==> config.mk <==
export PLATFORM = sky130hd
export DESIGN_NAME = ehgu_clkdiv_cfg_ctrl
export DESIGN_NICKNAME = d
export VERILOG_FILES = /design/src/rtl/ehgu_clkdiv_cfg_ctrl.sv
export SDC_FILE = /design/constraint.sdc
export NUM_CORES = 1
export LEC_CHECK = 0
export ABC_CLOCK_PERIOD_IN_PS = 3300
export CAP_MARGIN = 10
export CELL_PAD_IN_SITES_DETAIL_PLACEMENT = 1
export CELL_PAD_IN_SITES_GLOBAL_PLACEMENT = 1
export CORE_UTILIZATION = 41
export DETAILED_ROUTE_END_ITERATION = 6
export MAX_ROUTING_LAYER = met4
export PLACE_DENSITY = 0.93
export SLEW_MARGIN = 20
export SYNTH_ARGS = -nofsm -noshare
export SYNTH_HDL_FRONTEND = slang
export SYNTH_SLANG_ARGS = --single-unit
==> constraint.sdc <==
create_clock -name clkin -period 3.3 [get_ports clkin]
set_clock_uncertainty 0.2 [all_clocks]
set_input_delay 0.66 -clock clkin [delete_from_list [all_inputs] [get_ports clkin]]
set_output_delay 0.66 -clock clkin [all_outputs]
set_load 0.01 [all_outputs]
==> src/rtl/ehgu_clkdiv_cfg_ctrl.sv <==
// ehgu_clkdiv_cfg_ctrl
//
// Configuration sequencer for ehgu_clkdiv_fractional. Each accepted request
// is applied glitch-free: drop en, wait a quiesce window, load the new
// integer/fractional divisor, wait a settle window, then restore en to the
// requested value. The divider ratio is int_div + frac_div/2^FRAC_W.
//
// Optional feature macro: EHGU_CLKDIV_CFG_RANGE_CHECK_EN
//   defined   : an accepted request with req_int_div < MIN_INT_DIV is
//               consumed, answered with a one-cycle cfg_err pulse, and
//               leaves the outputs untouched.
//   undefined : every request runs the full sequence, cfg_err is tied 0.
//
// Handshake: a request transfers on a rising clkin edge where
// req_valid & req_ready are both high; req_ready is high only in IDLE, so a
// held request waits and is taken on the first IDLE edge. Fields and req_en
// are captured at that edge; req_* may change freely afterwards.
//
// Ports:
//   clkin        in   clock (block and divider input clock)
//   rstn         in   asynchronous active-low reset
//   req_valid    in   request present
//   req_ready    out  high only in IDLE (registered)
//   req_int_div  in   requested integer divisor   [INT_W]
//   req_frac_div in   requested fractional divisor [FRAC_W]
//   req_en       in   enable to apply at the end of the sequence
//   int_div      out  integer divisor to divider (registered)
//   frac_div     out  fractional divisor to divider (registered)
//   en           out  divider enable (registered)
//   busy         out  high outside IDLE (registered)
//   cfg_done     out  one-cycle pulse when a sequence completes
//   cfg_err      out  one-cycle pulse when a request is rejected
//   dbg_state    out  current FSM state (0 IDLE, 1 DRAIN, 2 LOAD, 3 SETTLE)

module ehgu_clkdiv_cfg_ctrl #(
  parameter int INT_W          = 8,
  parameter int FRAC_W         = 2,
  parameter int QUIESCE_CYCLES = 4,
  parameter int SETTLE_CYCLES  = 2,
  parameter int RESET_INT_DIV  = 2,
  parameter int MIN_INT_DIV    = 2
) (
  input  logic              clkin,
  input  logic              rstn,
  input  logic              req_valid,
  output logic              req_ready,
  input  logic [INT_W-1:0]  req_int_div,
  input  logic [FRAC_W-1:0] req_frac_div,
  input  logic              req_en,
  output logic [INT_W-1:0]  int_div,
  output logic [FRAC_W-1:0] frac_div,
  output logic              en,
  output logic              busy,
  output logic              cfg_done,
  output logic              cfg_err,
  output logic [1:0]        dbg_state
);

  typedef enum logic [1:0] {
    ST_IDLE   = 2'd0,
    ST_DRAIN  = 2'd1,
    ST_LOAD   = 2'd2,
    ST_SETTLE = 2'd3
  } state_t;

  // One down-counter serves both windows; size it for the longer one.
  localparam int CNT_MAX = (QUIESCE_CYCLES > SETTLE_CYCLES) ? QUIESCE_CYCLES : SETTLE_CYCLES;
  localparam int CNT_W   = (CNT_MAX > 1) ? $clog2(CNT_MAX) : 1;
  localparam logic [CNT_W-1:0] QUIESCE_LOAD = CNT_W'(QUIESCE_CYCLES - 1);
  localparam logic [CNT_W-1:0] SETTLE_LOAD  = CNT_W'(SETTLE_CYCLES - 1);
  localparam logic [INT_W-1:0] RESET_DIV    = INT_W'(RESET_INT_DIV);

  // Elaboration-time parameter sanity.
  if (QUIESCE_CYCLES < 1) begin : g_bad_quiesce
    $error("QUIESCE_CYCLES must be >= 1");
  end
  if (SETTLE_CYCLES < 1) begin : g_bad_settle
    $error("SETTLE_CYCLES must be >= 1");
  end
  if (MIN_INT_DIV < 0 || MIN_INT_DIV >= (1 << INT_W)) begin : g_bad_min
    $error("MIN_INT_DIV must fit in INT_W bits");
  end

  state_t              state, state_nxt;
  logic [CNT_W-1:0]    cnt, cnt_nxt;
  logic [INT_W-1:0]    cap_int_div;
  logic [FRAC_W-1:0]   cap_frac_div;
  logic                cap_en;
  logic                accept;
  logic                reject;
  logic                start_seq;
  logic                load_div;
  logic                finish_seq;

  assign accept = req_valid & req_ready;

`ifdef EHGU_CLKDIV_CFG_RANGE_CHECK_EN
  localparam logic [INT_W-1:0] MIN_DIV = INT_W'(MIN_INT_DIV);
  assign reject = (req_int_div < MIN_DIV);
`else
  assign reject = 1'b0;
`endif

  // Next-state and sequencing strobes.
  always_comb begin
    state_nxt  = state;
    cnt_nxt    = cnt;
    start_seq  = 1'b0;
    load_div   = 1'b0;
    finish_seq = 1'b0;
    unique case (state)
      ST_IDLE: begin
        if (accept && !reject) begin
          start_seq = 1'b1;
          state_nxt = ST_DRAIN;
          cnt_nxt   = QUIESCE_LOAD;
        end
      end
      ST_DRAIN: begin
        if (cnt == '0) begin
          state_nxt = ST_LOAD;
        end else begin
          cnt_nxt = cnt - CNT_W'(1);
        end
      end
      ST_LOAD: begin
        load_div  = 1'b1;
        cnt_nxt   = SETTLE_LOAD;
        state_nxt = ST_SETTLE;
      end
      ST_SETTLE: begin
        if (cnt == '0) begin
          finish_seq = 1'b1;
          state_nxt  = ST_IDLE;
        end else begin
          cnt_nxt = cnt - CNT_W'(1);
        end
      end
      default: begin
        state_nxt = ST_IDLE;
      end
    endcase
  end

  always_ff @(posedge clkin or negedge rstn) begin
    if (!rstn) begin
      state        <= ST_IDLE;
      cnt          <= '0;
      cap_int_div  <= '0;
      cap_frac_div <= '0;
      cap_en       <= 1'b0;
      int_div      <= RESET_DIV;
      frac_div     <= '0;
      en           <= 1'b0;
      req_ready    <= 1'b1;
      busy         <= 1'b0;
      cfg_done     <= 1'b0;
    end else begin
      state     <= state_nxt;
      cnt       <= cnt_nxt;
      // Handshake flags track the state being entered so they stay registered.
      req_ready <= (state_nxt == ST_IDLE);
      busy      <= (state_nxt != ST_IDLE);
      cfg_done  <= finish_seq;
      if (start_seq) begin
        cap_int_div  <= req_int_div;
        cap_frac_div <= req_frac_div;
        cap_en       <= req_en;
        en           <= 1'b0;
      end
      // en is low throughout DRAIN/LOAD/SETTLE, so the divisor never
      // changes under a running divider.
      if (load_div) begin
        int_div  <= cap_int_div;
        frac_div <= cap_frac_div;
      end
      if (finish_seq) begin
        en <= cap_en;
      end
    end
  end

`ifdef EHGU_CLKDIV_CFG_RANGE_CHECK_EN
  always_ff @(posedge clkin or negedge rstn) begin
    if (!rstn) begin
      cfg_err <= 1'b0;
    end else begin
      cfg_err <= accept & reject;
    end
  end
`else
  assign cfg_err = 1'b0;
`endif

  assign dbg_state = state;

endmodule

==> results.yml <==
global_routing:
  gr-total-overflow: 0
  first_global_vias: 800
  wire_length_of_the_first_global_routing_pass_mm: 3.89
  gr-usage-all-layers_pct: 20.4
  number_of_antenna_violations_at_the_first_check_in_global_routing: 0
  grt_max_degree: 30
sta:
  worst-slew-pin-transition_ns: 0.707
  unrepaired_setup_endpoints_after_global_routing: "no"
  max_slew_margin_pct: 52.9
  finalHoldViolations: 0
  max_freq_mhz: 439
  report.final.slew_viol_count: 0
  finalSetupTns_ns: 0
  setup-violations-final: 0
  min_period_over_period_pct: 69.0
  final.min_clock_period_ns: 2.28
clocking:
  cts_made_buffers: 5
  cts_resized: 0
  clk_pin_slew_worst_paths_ns: 0.09
  total_number_of_clock_tree_sinks: 29
  clk_root_buffer_cell: "sky130_fd_sc_hd__clkbuf_4"
  clockBufferDepth: 2
  post_cts.repair.setup_buffers: 0
  tritoncts: "built"
  cts-hold-fix-buffers: 0
  h-tree-depth: 2
  worst_skew_pair.late_latency_ns: 0.33
floorplan:
  floorplan.die.width_um: 55.1
  number_of_placed_i_o_pins: 31
  die_area_mm2: 0.00303
  die_height_um: 55.1
  floorplan.initialDensity_pct: 45.0
  placement_rows: 18
  core_area_mm2: 0.00257
power:
  design_power_total_mw: 1.41
  leak_pwr_nw: 0.699
  cellPowerDensity_mw_per_mm2: 921
  power.ir.vdd_worst_v: 0.000550
placement:
  port_buffers: 29
  post-place-cells: 130
  globalplace.congestion: 0.709
  detailedPlacementHpwl_mm: 1.59
routing:
  remaining_drc_errors: 0
  final_antenna_net_count: 0
  drt_pass1_iterations: 2
  dr.first_iter.drc_count: 2
  postRouteWirelength_mm: 2.31
  vias_per_cell: 5.01
  routedWlPerCell_um: 16.7
  dr_total_vias: 692
hold_path:
  min_from: "int_div[3]"
  min-delay-path-class: "flip-flop to flip-flop"
cells_and_area:
  synthToLayoutAreaGrowth_pct: 33.0
  multi_input_area_um2: 395
  layout.core_utilization_pct: 59.8
  regArea_um2: 728
  insertedDiodeCount: 0
  final-instance-count-excl-fill: 138
  design.final.nets: 122
  final.fill_count: 254
  drive_above_1_share_pct: 32.4
logic_synthesis:
  synth.avg_cell_area_um2: 15.8
  synthDistinctLibCells: 21
  synthesis.yosys.warnings: 0
  syn_area_mm2: 0.00115
  synth_seq_area_share_pct: 63.1
  postSynthCellCount: 73
  mappedNetlistNets: 88
  synth.ff_latch_count: 29
critical_path:
  cp_slowest_stage_delay_ns: 0.55
  critical_path.endpoint_type: "output port"
  worstPathRequired_ns: 2.44
  critical_path.cell_chain: "clkdlybuf4s50_1"
  setup.worst_path.class: "flip-flop to output port"
  worst_setup_path_start_kind: "flip-flop"
  crit_slowest_cell: "sky130_fd_sc_hd__dfstp_2"
  r2r_start: "dbg_state[0]"
  critPathArrivalTime_ns: 1.42
  timing.critical_path.fanout_max: 3
  crit_path_buffers_inverters: 1
  timing.critical_path.from: "req_ready"
  critical-path-top-delay-family: "flip-flops"
outcome:
  run_status: "complete, no violations"
flow_run:
  maxCapViolations: 0
-- state kept, by name, summed over array words and instances (netlist names) --
name / cells
en: 1
busy: 1
cap_int_div: 8
req_ready: 1
frac_div: 2
cfg_done: 1
cap_en: 1
cap_frac_div: 2
dbg_state: 2
int_div: 8
cnt: 2
-- cells in the mapped netlist, drive strengths merged --
cell type  number  area, um^2
dfrtp          27         676
mux2           22         282
nand2           4        15.0
buf             3        23.8
dfstp           2        52.6
inv             2        7.51
nor2            2        7.51
a211oi          1        7.51
a21oi           1        8.76
a22o            1        8.76
and3            1        6.26
and4bb          1        12.5
conb            1        3.75
ha              1        12.5
mux2i           1        10.0
nand2b          1        6.26
or2             1        6.26
xnor2           1        8.76
-- path summary, 6_finish.rpt --
kind / to / cells after the start / slack (ns)
max in group asynchronous: int_div[1] / 2 / 2.07
worst min-delay path: int_div[3] / 1 / 0.31
worst min register to register: int_div[3] / 1 / 0.31
worst max-delay path: req_ready / 1 / 1.02
min in group asynchronous: busy / 2 / 0.52
worst max register to register: cap_int_div[7] / 2 / 1.35
-- kinds of logic after synthesis --
group	synth area share (%)
buf+inv	2.71
fa+ha+maj	1.08
flops	63.1
other cells	0.325
xor+xnor	0.759
simple gates	4.66
compound gates	2.17
mux	25.2
-- layout make-up --
cell class | count | share of cell area, %
clock buffers | 7 | 4.23
clock inverters | 1 | 0.326
inverters | 2 | 0.489
multi-input cells | 39 | 25.7
flip-flops and latches | 29 | 47.4
well taps | 30 | 2.44
repair buffers | 30 | 19.4
-- where the power goes --
group          internal (mW)  switching [mW]
registers              0.523          0.0988
logic                  0.349           0.196
clock network          0.123           0.125
-- per-layer routing --
layer	track usage (%)	wire [um]	vias up
li1	-	-	313
met1	24.8	1050	344
met2	30.9	1070	29
met3	6.01	158	6
met4	10.0	24	0
met5	-	0	-
-- cell usage in the layout, fill, tap and decap left out --
master and count:
sky130_fd_sc_hd__mux2_4 9, sky130_fd_sc_hd__clkbuf_8 2, sky130_fd_sc_hd__a22o_1 1, sky130_fd_sc_hd__clkdlybuf4s50_1 29, sky130_fd_sc_hd__mux2_2 13, sky130_fd_sc_hd__inv_1 2, sky130_fd_sc_hd__mux2i_1 1, sky130_fd_sc_hd__and4bb_1 1
sky130_fd_sc_hd__nor2_1 2, sky130_fd_sc_hd__dfstp_2 2, sky130_fd_sc_hd__ha_1 1, sky130_fd_sc_hd__nand2b_1 1, sky130_fd_sc_hd__xnor2_1 1, sky130_fd_sc_hd__conb_1 1, sky130_fd_sc_hd__nand2_1 4, sky130_fd_sc_hd__clkinv_2 1
sky130_fd_sc_hd__dfrtp_1 27, sky130_fd_sc_hd__or2_2 1, sky130_fd_sc_hd__clkbuf_4 5, sky130_fd_sc_hd__a21oi_2 1, sky130_fd_sc_hd__a211oi_1 1, sky130_fd_sc_hd__buf_4 1, sky130_fd_sc_hd__and3_1 1
-- stage by stage --
step                area, um^2  setup WS, ns  hold WS (ns)
floorplan                 1150          1.60         0.164
global placement          1470         0.803         0.288
detailed placement        1470         0.739         0.294
CTS                       1540          1.01         0.318
global route              1540         0.977         0.338
finish                    1540          1.02         0.315
Power figures use the tool's default switching activity.
